## config.mk

```make
export PLATFORM = sky130hd
export DESIGN_NAME = intt_load_ctrl
export DESIGN_NICKNAME = d
export VERILOG_FILES = /design/src/rtl/ntt_intt_pkg.sv /design/src/rtl/intt_load_addr_gen.sv /design/src/rtl/intt_load_ctrl.sv
export SDC_FILE = /design/constraint.sdc
export NUM_CORES = 1
export LEC_CHECK = 0
export ABC_AREA = 1
export CORE_MARGIN = 2
export CORE_UTILIZATION = 41
export DETAILED_ROUTE_END_ITERATION = 6
export PLACE_DENSITY_LB_ADDON = 0.12
export REMOVE_ABC_BUFFERS = 1
export SYNTH_ARGS = -nofsm -noshare
export SYNTH_HDL_FRONTEND = slang
export SYNTH_SLANG_ARGS = --single-unit
```

## constraint.sdc

```tcl
create_clock -name clk -period 1.8 [get_ports clk]
set_input_delay 0.36 -clock clk [delete_from_list [all_inputs] [get_ports clk]]
set_output_delay 0.36 -clock clk [all_outputs]
set_load 0.02 [all_outputs]
```

## src/rtl/ntt_intt_pkg.sv

```systemverilog
// Shared types and helpers for the NTT/INTT load and control path.
// Bit-reversed bank addressing (INTT_LOAD_BITREV_EN) uses bitrev9 from here.
package ntt_intt_pkg;

  localparam int unsigned LANES   = 4;
  localparam int unsigned BANK_AW = 9;
  localparam int unsigned BEAT_CW = BANK_AW + 1;

  typedef enum logic [3:0] {
    ST_IDLE  = 4'b0001,
    ST_LOAD  = 4'b0010,
    ST_START = 4'b0100,
    ST_WAIT  = 4'b1000
  } state_e;

  function automatic logic [BANK_AW-1:0] bitrev9(input logic [BANK_AW-1:0] a);
    logic [BANK_AW-1:0] r;
    r = '0;
    for (int unsigned i = 0; i < BANK_AW; i++) begin
      r[i] = a[BANK_AW-1-i];
    end
    return r;
  endfunction

endpackage

```

## src/rtl/intt_load_addr_gen.sv

```systemverilog
// Beat counter to bank select and bank address mapping.
// Macro INTT_LOAD_BITREV_EN: store the natural-order stream at bit-reversed addresses.
module intt_load_addr_gen
  import ntt_intt_pkg::*;
(
  input  logic [BEAT_CW-1:0] beat_cnt_i,
  output logic               sel_l_c_o,
  output logic               sel_r_c_o,
  output logic [BANK_AW-1:0] addr_c_o
);

  // Even beats go left, odd beats go right; the pair shares one address.
  assign sel_l_c_o = ~beat_cnt_i[0];
  assign sel_r_c_o = beat_cnt_i[0];

`ifdef INTT_LOAD_BITREV_EN
  assign addr_c_o = bitrev9(beat_cnt_i[BEAT_CW-1:1]);
`else
  assign addr_c_o = beat_cnt_i[BEAT_CW-1:1];
`endif

endmodule

```

## src/rtl/intt_load_ctrl.sv

```systemverilog
// Loads one polynomial into the left/right working banks, then starts the INTT unit.
// Address order depends on INTT_LOAD_BITREV_EN (see intt_load_addr_gen).
module intt_load_ctrl
  import ntt_intt_pkg::*;
#(
  parameter int unsigned COE_WIDTH = 39,
  parameter int unsigned BEATS     = 1024
) (
  input  logic                         clk,
  input  logic                         rst_n,
  input  logic                         load_start,
  input  logic                         s_valid,
  output logic                         s_ready,
  input  logic [LANES*COE_WIDTH-1:0]   s_data,
  input  logic                         s_last,
  output logic                         o_we_l,
  output logic                         o_we_r,
  output logic [BANK_AW-1:0]           o_addr_l,
  output logic [BANK_AW-1:0]           o_addr_r,
  output logic [LANES*COE_WIDTH-1:0]   o_wdata,
  output logic                         ntt_start,
  input  logic                         ntt_done,
  output logic                         busy,
  output logic                         load_err
);

  localparam int unsigned DW = LANES * COE_WIDTH;
  localparam logic [BEAT_CW-1:0] LAST_BEAT = BEAT_CW'(BEATS - 1);

  state_e             state_q, state_d;
  logic [BEAT_CW-1:0] beat_cnt_q, beat_cnt_d;
  logic               wait_mask_q, wait_mask_d;
  logic               we_l_q, we_l_d, we_r_q, we_r_d;
  logic [BANK_AW-1:0] addr_l_q, addr_l_d, addr_r_q, addr_r_d;
  logic [DW-1:0]      wdata_q, wdata_d;
  logic               start_q, start_d;
  logic               busy_q, busy_d;
  logic               err_q, err_d;

  logic               accept_c, is_last_c, sel_l_c, sel_r_c;
  logic [BANK_AW-1:0] addr_c;

  intt_load_addr_gen u_addr_gen (
    .beat_cnt_i (beat_cnt_q),
    .sel_l_c_o  (sel_l_c),
    .sel_r_c_o  (sel_r_c),
    .addr_c_o   (addr_c)
  );

  assign s_ready   = (state_q == ST_LOAD);
  assign accept_c  = s_valid & s_ready;
  assign is_last_c = (beat_cnt_q == LAST_BEAT);

  // Next state, beat counter and write-port staging.
  always_comb begin
    state_d     = state_q;
    beat_cnt_d  = beat_cnt_q;
    wait_mask_d = 1'b0;
    we_l_d      = 1'b0;
    we_r_d      = 1'b0;
    addr_l_d    = addr_l_q;
    addr_r_d    = addr_r_q;
    wdata_d     = wdata_q;
    start_d     = (state_q == ST_START);
    err_d       = err_q;

    if (accept_c) begin
      we_l_d     = sel_l_c;
      we_r_d     = sel_r_c;
      addr_l_d   = addr_c;
      addr_r_d   = addr_c;
      wdata_d    = s_data;
      beat_cnt_d = beat_cnt_q + BEAT_CW'(1);
      if (s_last != is_last_c) err_d = 1'b1;
    end

    unique case (state_q)
      ST_IDLE: begin
        if (load_start) begin
          state_d    = ST_LOAD;
          beat_cnt_d = '0;
          err_d      = 1'b0;
        end
      end
      ST_LOAD:  if (accept_c && is_last_c) state_d = ST_START;
      ST_START: begin
        state_d     = ST_WAIT;
        wait_mask_d = 1'b1;
      end
      // ntt_done is still high from the previous idle period during the first WAIT cycle.
      ST_WAIT:  if (ntt_done && !wait_mask_q) state_d = ST_IDLE;
      default:  state_d = ST_IDLE;
    endcase

    busy_d = (state_d != ST_IDLE);
  end

  always_ff @(posedge clk or negedge rst_n) begin
    if (!rst_n) begin
      state_q     <= ST_IDLE;
      beat_cnt_q  <= '0;
      wait_mask_q <= 1'b0;
      we_l_q      <= 1'b0;
      we_r_q      <= 1'b0;
      addr_l_q    <= '0;
      addr_r_q    <= '0;
      wdata_q     <= '0;
      start_q     <= 1'b0;
      busy_q      <= 1'b0;
      err_q       <= 1'b0;
    end else begin
      state_q     <= state_d;
      beat_cnt_q  <= beat_cnt_d;
      wait_mask_q <= wait_mask_d;
      we_l_q      <= we_l_d;
      we_r_q      <= we_r_d;
      addr_l_q    <= addr_l_d;
      addr_r_q    <= addr_r_d;
      wdata_q     <= wdata_d;
      start_q     <= start_d;
      busy_q      <= busy_d;
      err_q       <= err_d;
    end
  end

  assign o_we_l    = we_l_q;
  assign o_we_r    = we_r_q;
  assign o_addr_l  = addr_l_q;
  assign o_addr_r  = addr_r_q;
  assign o_wdata   = wdata_q;
  assign ntt_start = start_q;
  assign busy      = busy_q;
  assign load_err  = err_q;

endmodule

```

Yosys cells after proc, flatten, opt, wreduce, memory -nomap -nowiden
Index checks and enable logic that the tools add are counted.
Operators by class
  add/subtract/negate cells: 1
  equality and inequality tests: 7
  muxes and demuxes: 14
  bitwise logic cells: 2
  reduce and logical (&&, ||, !) cells: 3
Operators by type and width (count)
  2-to-1 mux 10 bit: 3
  one-hot mux 4 bit (4 select lines): 1
  2-to-1 mux 4 bit: 3
  adder 10 x 1 -> 10 bit (second input constant): 1
  equality test 10 bit (second input constant): 1
  2-to-1 mux 1 bit: 7
  equality test 4 x 1 -> 1 bit (second input constant): 1
  equality test 4 x 2 -> 1 bit (second input constant): 1
  equality test 4 x 3 -> 1 bit (second input constant): 1
  equality test 4 bit (second input constant): 1
  != test 4 x 1 -> 1 bit (second input constant): 1
  logical AND 1 bit: 2
  AND 1 bit: 1
  logical NOT 1 bit: 1
  != test 1 bit: 1
  inverter 1 bit: 1
Word-level totals
  flip-flop bits (word level): 185
  output and inout port bits: 180
  word-level logic and storage cells: 37

Longest topological paths before layout
Gate-level depths: netlist of run 1.
  depth after elaboration: 6
  depth in mapped cells: 8
  mapped depth without buffers: 8

Cells and area by module
From an unflattened synthesis of run 1, not the netlist that was laid out.
Unflattened totals
  cell total of the unflattened synthesis: 828
  area, all modules: 7257.0 um^2
By module, submodules not included
  intt_load_ctrl: instances 1, cells an instance 817, area an instance 7178.1 um^2, sequential area each 4605.7 um^2
  intt_load_addr_gen: instances 1, cells an instance 11, area an instance 78.8 um^2, sequential area each 0.0 um^2

Worst setup path after synthesis of run 1
Ideal clock, no wire load.
  path kind: reg2reg
  start: register state_q[0]
  end: register beat_cnt_q[0]
  library setup time: 0.072 ns
  data arrival time: 1.245 ns
  required time: 1.728 ns
  path slack: 0.482 ns
  stages on the path, launching flop included: 7
  clock period less this slack: 1.318 ns
  cells stage by stage: dfstp_2 > nor2_4 > nand3_4 > inv_2 > buf_2 > ha_1 > nor2_1
Between the ends
  longest elaborated chain between the ends: 5
  elaborated cells on any way between the ends: 6
  those cells by class: 2 x eq/ne; 3 x mux; 1 x bitwise
Ends and longest elaborated chain
  from (decl): line intt_load_ctrl.sv:30  | state_e state_q, state_d;
  from (signal assigned): line intt_load_ctrl.sv:112  | state_q <= state_d;
  equality test 4 x 2 -> 1 bit (*): line intt_load_ctrl.sv:50  | assign s_ready = (state_q == ST_LOAD);
  AND 1 bit (*): line intt_load_ctrl.sv:51  | assign accept_c = s_valid & s_ready;
  net accept_c: line intt_load_ctrl.sv:40  | logic accept_c, is_last_c, sel_l_c, sel_r_c;
  2-to-1 mux 10 bit (*): line intt_load_ctrl.sv:67  | if (accept_c) begin
  2-to-1 mux 10 bit: line intt_load_ctrl.sv:79  | if (load_start) begin
  2-to-1 mux 10 bit (*): line intt_load_ctrl.sv:77  | unique case (state_q)
  net beat_cnt_d[0]: line intt_load_ctrl.sv:31  | logic [BEAT_CW-1:0] beat_cnt_q, beat_cnt_d;
  to (signal assigned): line intt_load_ctrl.sv:113  | beat_cnt_q <= beat_cnt_d;
  to (decl): line intt_load_ctrl.sv:31
Mark *: on every way through the listed nets, which the timed path passes. The rest lies on a longest branch.
A chain may end at the register's enable or synchronous reset.

Final worst setup path of run 1
  start: register wdata_q[66], in the netlist o_wdata[66]
  end: output o_wdata[66]
RTL lines
  from (decl): line intt_load_ctrl.sv:35  | logic [DW-1:0] wdata_q, wdata_d;
  from (signal assigned): line intt_load_ctrl.sv:119  | wdata_q <= wdata_d;
  to (decl): line intt_load_ctrl.sv:20  | output logic [LANES*COE_WIDTH-1:0] o_wdata,
No word-level cell between the ends.

==> flow_summary.toml, run 1 <==
[critical_path]
critPathTopFamily = "buffers and inverters"
critPathMaxFanout = 2
slowest_stage = "clkdlybuf4s50_1"
required_ps = 1440
startpoint = "o_wdata[66]$_DFFE_PN0P_"
arrival_ps = 1420
crit_chain = "clkdlybuf4s50_1"
worstSetupPathType = "flip-flop to output pin"
critical_path.max_stage_delay_ps = 630
critPathLaunchType = "flip-flop"
end_kind = "output pin"
r2r_start = "state_q[2]$_DFF_PN0_"
rrSetupSlack_ps = 260
cp_num_buf_inv = 1

[global_route]
gr-usage-all-layers_pct = 22.9
grt_max_degree = 79
grt_antenna_before_repair = 0
grt_first_pass_wirelength_mm = 32.6
grt_overflow = 0
first_global_vias = 6262

[sta]
period_needed_ps = 1780
slew_violations = 0
hold_slack_ps = 411
worst_pin_slew_ps = 395
max_freq_ghz = 0.563
fin_skew_ps = 7.26
final-hold-violation-count = 0
finalSetupViolations = 0
max-slew-margin-rel_pct = 73.6
fin_crit_sh_pct = 98.6

[clock_network]
post_cts_buffers = 0
max-clock-path-buffers = 2
clock-root-buffer = "clkbuf_16"
htreeDepth = 4
numCtsBuffers = 17
clock_sinks = 184
cts_tree = "yes"
clk_latency_ps = 420
clk_pin_slew_ps = 70

[power_and_ir_drop]
power.leakage_nw = 6.34
power.internal_mw = 11.7
power.density_mw_per_mm2 = 1630
power.switching_mw = 7.04
p_sw_share_pct = 37.6
irDropWorstVdd_mv = 0.856
seqPwrFrac_pct = 36.1
combPwrFrac_pct = 43.8
clkPwrFrac_pct = 20.1

[logic_synthesis]
ys_dominant_reg_cell = "dfrtp_1"
async_flop_share_pct = 100
synth-edff-count = 0
synthCells = 804
ys_seq_elements = 184
syn_area_per_cell_um2 = 8.98
yosysWarningCount = 0
synth_cell_types = 22
synth_area_mm2 = 0.00722
ys_seq_area_share_pct = 63.8

[routing]
vias_per_cell = 4.60
drc = 0
final_antenna_net_count = 0
dr.first_iter.drc_count = 334
dr.pass1.iters = 4
vias = 6339
wl_per_cell_um = 15.4
wirelength_mm = 21.2

[floorplanning]
start_util_pct = 41.9
fp.dieArea_mm2 = 0.0187
rows = 48
die_x_um = 137
die_y_um = 137
pin_count = 342
core_area_mm2 = 0.0172

[cells_and_area]
antenna_cells = 0
num-nets-final = 1304
drive_gt1_share_pct = 5.12
fillers = 1439
multi_input_area_mm2 = 0.00219
area_delta_synth_final_pct = 59.1
utilization_pct = 66.6
ff_latch_area_mm2 = 0.00461

[place]
portBuffers = 341
globalplace.congestion = 0.810
hpwl_mm = 15.3

[run_status]
status = "complete, no violations"

[run]
drv.max_cap_violation_count = 0

[min_path]
hold_class = "input pin to asynchronous set/reset pin"
-- power groups by stage --
stage	sequential, mW	clock (mW)	combinational (mW)
floorplan	8.85	0	1.80
global placement	6.80	0	8.49
detailed placement	6.81	0	8.59
CTS	6.78	3.85	8.39
global route	6.95	4.02	8.82
finish	6.76	3.77	8.20
-- cell usage after synthesis, types with 2 or more instances --
cell type  count  share of area [%]
nand2_1      503                 26
dfrtp_1      183                 63
inv_1         20                1.0
buf_2         19                1.3
buf_4         15                1.6
nor2_1        15               0.78
buf_6         12                1.9
o21ai_0       10               0.69
a21oi_1        5               0.35
nand4_1        5               0.43
ha_1           3               0.52
nand3_1        2               0.14
nor2_4         2               0.31
xor2_1         2               0.24
-- layout make-up --
class / instances / share of cell area, %
Clock buffer: 22 / 4.13
Clock inverter: 10 / 1.01
Inverter: 21 / 0.708
Multi-Input combinational cell: 553 / 19.1
Sequential cell: 184 / 40.1
Tap cell: 225 / 2.45
Timing Repair Buffer: 362 / 32.5
-- layout by cell type (no fill, tap or decap), types with 2 or more instances in the layout --
cell type / synthesis / layout
buf_4: 15 / 12
ha_1: 3 / 3
inv_1: 20 / 20
clkinv_2: 0 / 3
nor2_1: 15 / 15
xor2_1: 2 / 2
clkbuf_16: 0 / 17
clkdlybuf4s50_1: 0 / 253
o21ai_0: 10 / 10
dfrtp_1: 183 / 183
nand2_1: 503 / 502
dlymetal6s2s_1: 0 / 45
clkinvlp_4: 0 / 2
buf_12: 0 / 8
nor2_4: 2 / 2
nand3_1: 2 / 2
dlygate4sd2_1: 0 / 41
inv_6: 0 / 3
clkbuf_1: 0 / 2
a21oi_1: 5 / 5
clkbuf_8: 0 / 3
bufinv_16: 0 / 2
nand4_1: 5 / 5
-- final timing paths --
path | endpoint | cells after the start
hold reg to reg | o_wdata[38]$_DFFE_PN0P_ | 2
setup reg to reg | o_wdata[89]$_DFFE_PN0P_ | 7
hold / removal | o_wdata[151]$_DFFE_PN0P_ | 2
max in group asynchronous | o_wdata[48]$_DFFE_PN0P_ | 3
min in group clk | o_wdata[144]$_DFFE_PN0P_ | 3
setup / recovery | o_wdata[66] | 1
-- metal layers --
metal	share of wire, %	routed length, um	track usage (%)
met1	39	8370	27.0
met2	48	10200	37.2
met3	9.3	1970	8.56
met4	3.5	748	10.8
met5	0	0	0
-- metrics by stage --
| step | TNS (ps) | cell area, um2 | instances | total power [mW] | worst slack [ps] |
|---|---|---|---|---|---|
| 4_1_cts | 0 | 11400 | 1377 | 19.0 | 0.164 |
| 5_1_grt | -3.17 | 11500 | 1377 | 19.8 | -3.14 |
| 3_5_place_dp | 0 | 10800 | 1344 | 15.4 | 69.7 |
| 2_1_floorplan | -297910 | 6870 | 758 | 10.6 | -2070 |
| 3_3_place_gp | 0 | 10800 | 1344 | 15.3 | 85.0 |
| 6_report | 0 | 11500 | 1377 | 18.7 | 24.8 |
-- kinds of logic after synthesis --
logic type,count (synthesis),share of synthesized area (%)
flip-flops,184,63.8
AND/OR/NAND/NOR,529,28.2
adder cells (fa/ha/maj),3,0.520
buffers and inverters,67,5.84
AO/OA/AOI/OAI,18,1.30
XOR/XNOR,3,0.364
-- registers in the layout, indices dropped and copies added, names as in the netlist --
signal and flops:
load_err 1, o_addr_r 9, o_wdata 156, busy 1, ntt_start 1, beat_cnt_q 10, o_we_l 1, o_we_r 1
state_q 4
-- repair_timing --
action	CTS	global route
resized for setup	45	46
hold buffers	1	0
endpoints found under the setup margin	43	47
hold endpoints to repair	35	0
No activity file was read; power rests on OpenSTA's default activity.
==> run 2: changes to the inputs <==
- CORE_ASPECT_RATIO: unset -> 0.6
==> flow_summary.toml, run 2 (synthesized netlist as in run 1, its figures left out) <==
[sta]
finalSetupViolations = 0
rsz0062_at_grt = "no"
hold_slack_ps = 457
max_freq_ghz = 0.567
fin_crit_sh_pct = 98.1
fin_skew_ps = 9.70
slew_violations = 0
worst_pin_slew_ps = 476
max-slew-margin-rel_pct = 68.3
final-hold-violation-count = 0
period_needed_ps = 1760

[floorplanning]
pin_count = 342
core_area_mm2 = 0.0172
fp.dieArea_mm2 = 0.0187
die_x_um = 175
rows = 37
die_y_um = 107
start_util_pct = 42.0

[critical_path]
worstSetupPathType = "flip-flop to output pin"
r2r-end = "beat_cnt_q[7]$_DFF_PN0_"
critPathTopFamily = "buffers and inverters"
required_ps = 1440
cp_num_buf_inv = 1
critical_path.max_stage_delay_ps = 640
worstSetupEndpoint = "o_wdata[26]"
ff2ff_path_depth = 8
critPathLaunchType = "flip-flop"
crit_chain = "clkdlybuf4s50_1"
critPathMaxFanout = 2
end_kind = "output pin"
rrSetupSlack_ps = 230
arrival_ps = 1400
startpoint = "o_wdata[26]$_DFFE_PN0P_"
slowest_stage = "clkdlybuf4s50_1"
crit_cells = 1
r2r_start = "state_q[2]$_DFF_PN0_"

[power_and_ir_drop]
power_mw = 18.8
irDropWorstVdd_mv = 0.807
power.density_mw_per_mm2 = 1600
power.leakage_nw = 6.68

[global_route]
grt_overflow = 0
grt_antenna_before_repair = 0
first_global_vias = 6400
gr-usage-all-layers_pct = 23.2
grt_first_pass_wirelength_mm = 33.8
grt_max_degree = 52

[cells_and_area]
drive_gt1_share_pct = 5.78
instances_no_fill = 1394
area_delta_synth_final_pct = 62.6
layout_commonest_cell = "nand2_1"
largest_reg_flops = 156
utilization_pct = 68.3
layout_common_cells = "502 x nand2_1, 253 x clkdlybuf4s50_1, 183 x dfrtp_1, 71 x dlymetal6s2s_1, 20 x inv_1"
antenna_cells = 0
num-nets-final = 1312

[clock_network]
clock-root-buffer = "clkbuf_16"
clk_latency_ps = 420
clock_sinks = 184
numCtsBuffers = 17
htreeDepth = 4
clk_pin_slew_ps = 70
cts_tree = "yes"
max-clock-path-buffers = 2

[routing]
wl_met3_mm = 1.71
final_antenna_net_count = 0
wl_met2_mm = 10.1
highest_layer = "met4"
wl_met1_mm = 9.17
wl_per_cell_um = 15.3
vias = 6308
wirelength_mm = 21.3
dr.first_iter.drc_count = 339
vias_per_cell = 4.53
dr.pass1.iters = 4
drc = 0

[run]
drv.max_cap_violation_count = 0

[place]
hpwl_mm = 15.7
globalplace.congestion = 0.823
portBuffers = 341
placedCellCount = 1360

[run_status]
status = "complete, no violations"

[min_path]
hold_class = "input pin to asynchronous set/reset pin"
-- run 2: worst min-delay path by stage --
| stage | start | end | slack [ps] | cells after the start |
|---|---|---|---|---|
| 2_1_floorplan | rst_n | beat_cnt_q[0]$_DFF_PN0_ | 60 | 0 |
| 3_3_place_gp | rst_n | o_wdata[130]$_DFFE_PN0P_ | 330 | 1 |
| 3_5_place_dp | rst_n | state_q[1]$_DFF_PN0_ | 330 | 1 |
| 4_1_cts | rst_n | state_q[1]$_DFF_PN0_ | 460 | 2 |
| 5_1_grt | s_data[1] | o_wdata[1]$_DFFE_PN0P_ | 460 | 3 |
| 6_report | rst_n | state_q[1]$_DFF_PN0_ | 460 | 2 |
-- run 2: layer usage --
| metal | track usage (%) | vias to the layer above |
|---|---|---|
| li1 | - | 3097 |
| met1 | 30.2 | 2968 |
| met2 | 37.4 | 221 |
| met3 | 7.98 | 22 |
| met4 | 5.65 | 0 |
| met5 | 0 | - |
-- run 2: final cells by class --
| cell class | count | area (um2) |
|---|---|---|
| inverters | 21 | 81.3 |
| flip-flops and latches | 184 | 4610 |
| fillers | 1364 | 5440 |
| well taps | 234 | 293 |
| multi-input cells | 553 | 2190 |
| repair buffers | 370 | 4000 |
| clock inverters | 12 | 115 |
| clock buffers | 20 | 447 |
-- run 2: timing repair --
action / 4_1_cts / 5_1_grt
endpoints found under the setup margin: 16 / 72
hold buffers: 1 / 0
endpoints found under the hold margin: 41 / 0
pin swaps: 0 / 0
buffers inserted: 0 / 1
resized for setup: 19 / 72
-- run 2: where the power goes --
group	switching, mW	total [mW]	leakage, nW	internal, mW
Clock	1.68	3.54	0.268	1.86
Combinational	4.54	8.47	4.08	3.93
Sequential	0.933	6.77	2.34	5.83
-- run 2: stage by stage --
step | setup TNS [ps] | area [um2] | setup slack [ps]
2_1_floorplan | -297910 | 6870 | -2070
3_3_place_gp | 0 | 11000 | 47.9
3_5_place_dp | 0 | 11000 | 38.4
4_1_cts | 0 | 11600 | 0.135
5_1_grt | 0 | 11700 | 0.332
6_report | 0 | 11700 | 35.1
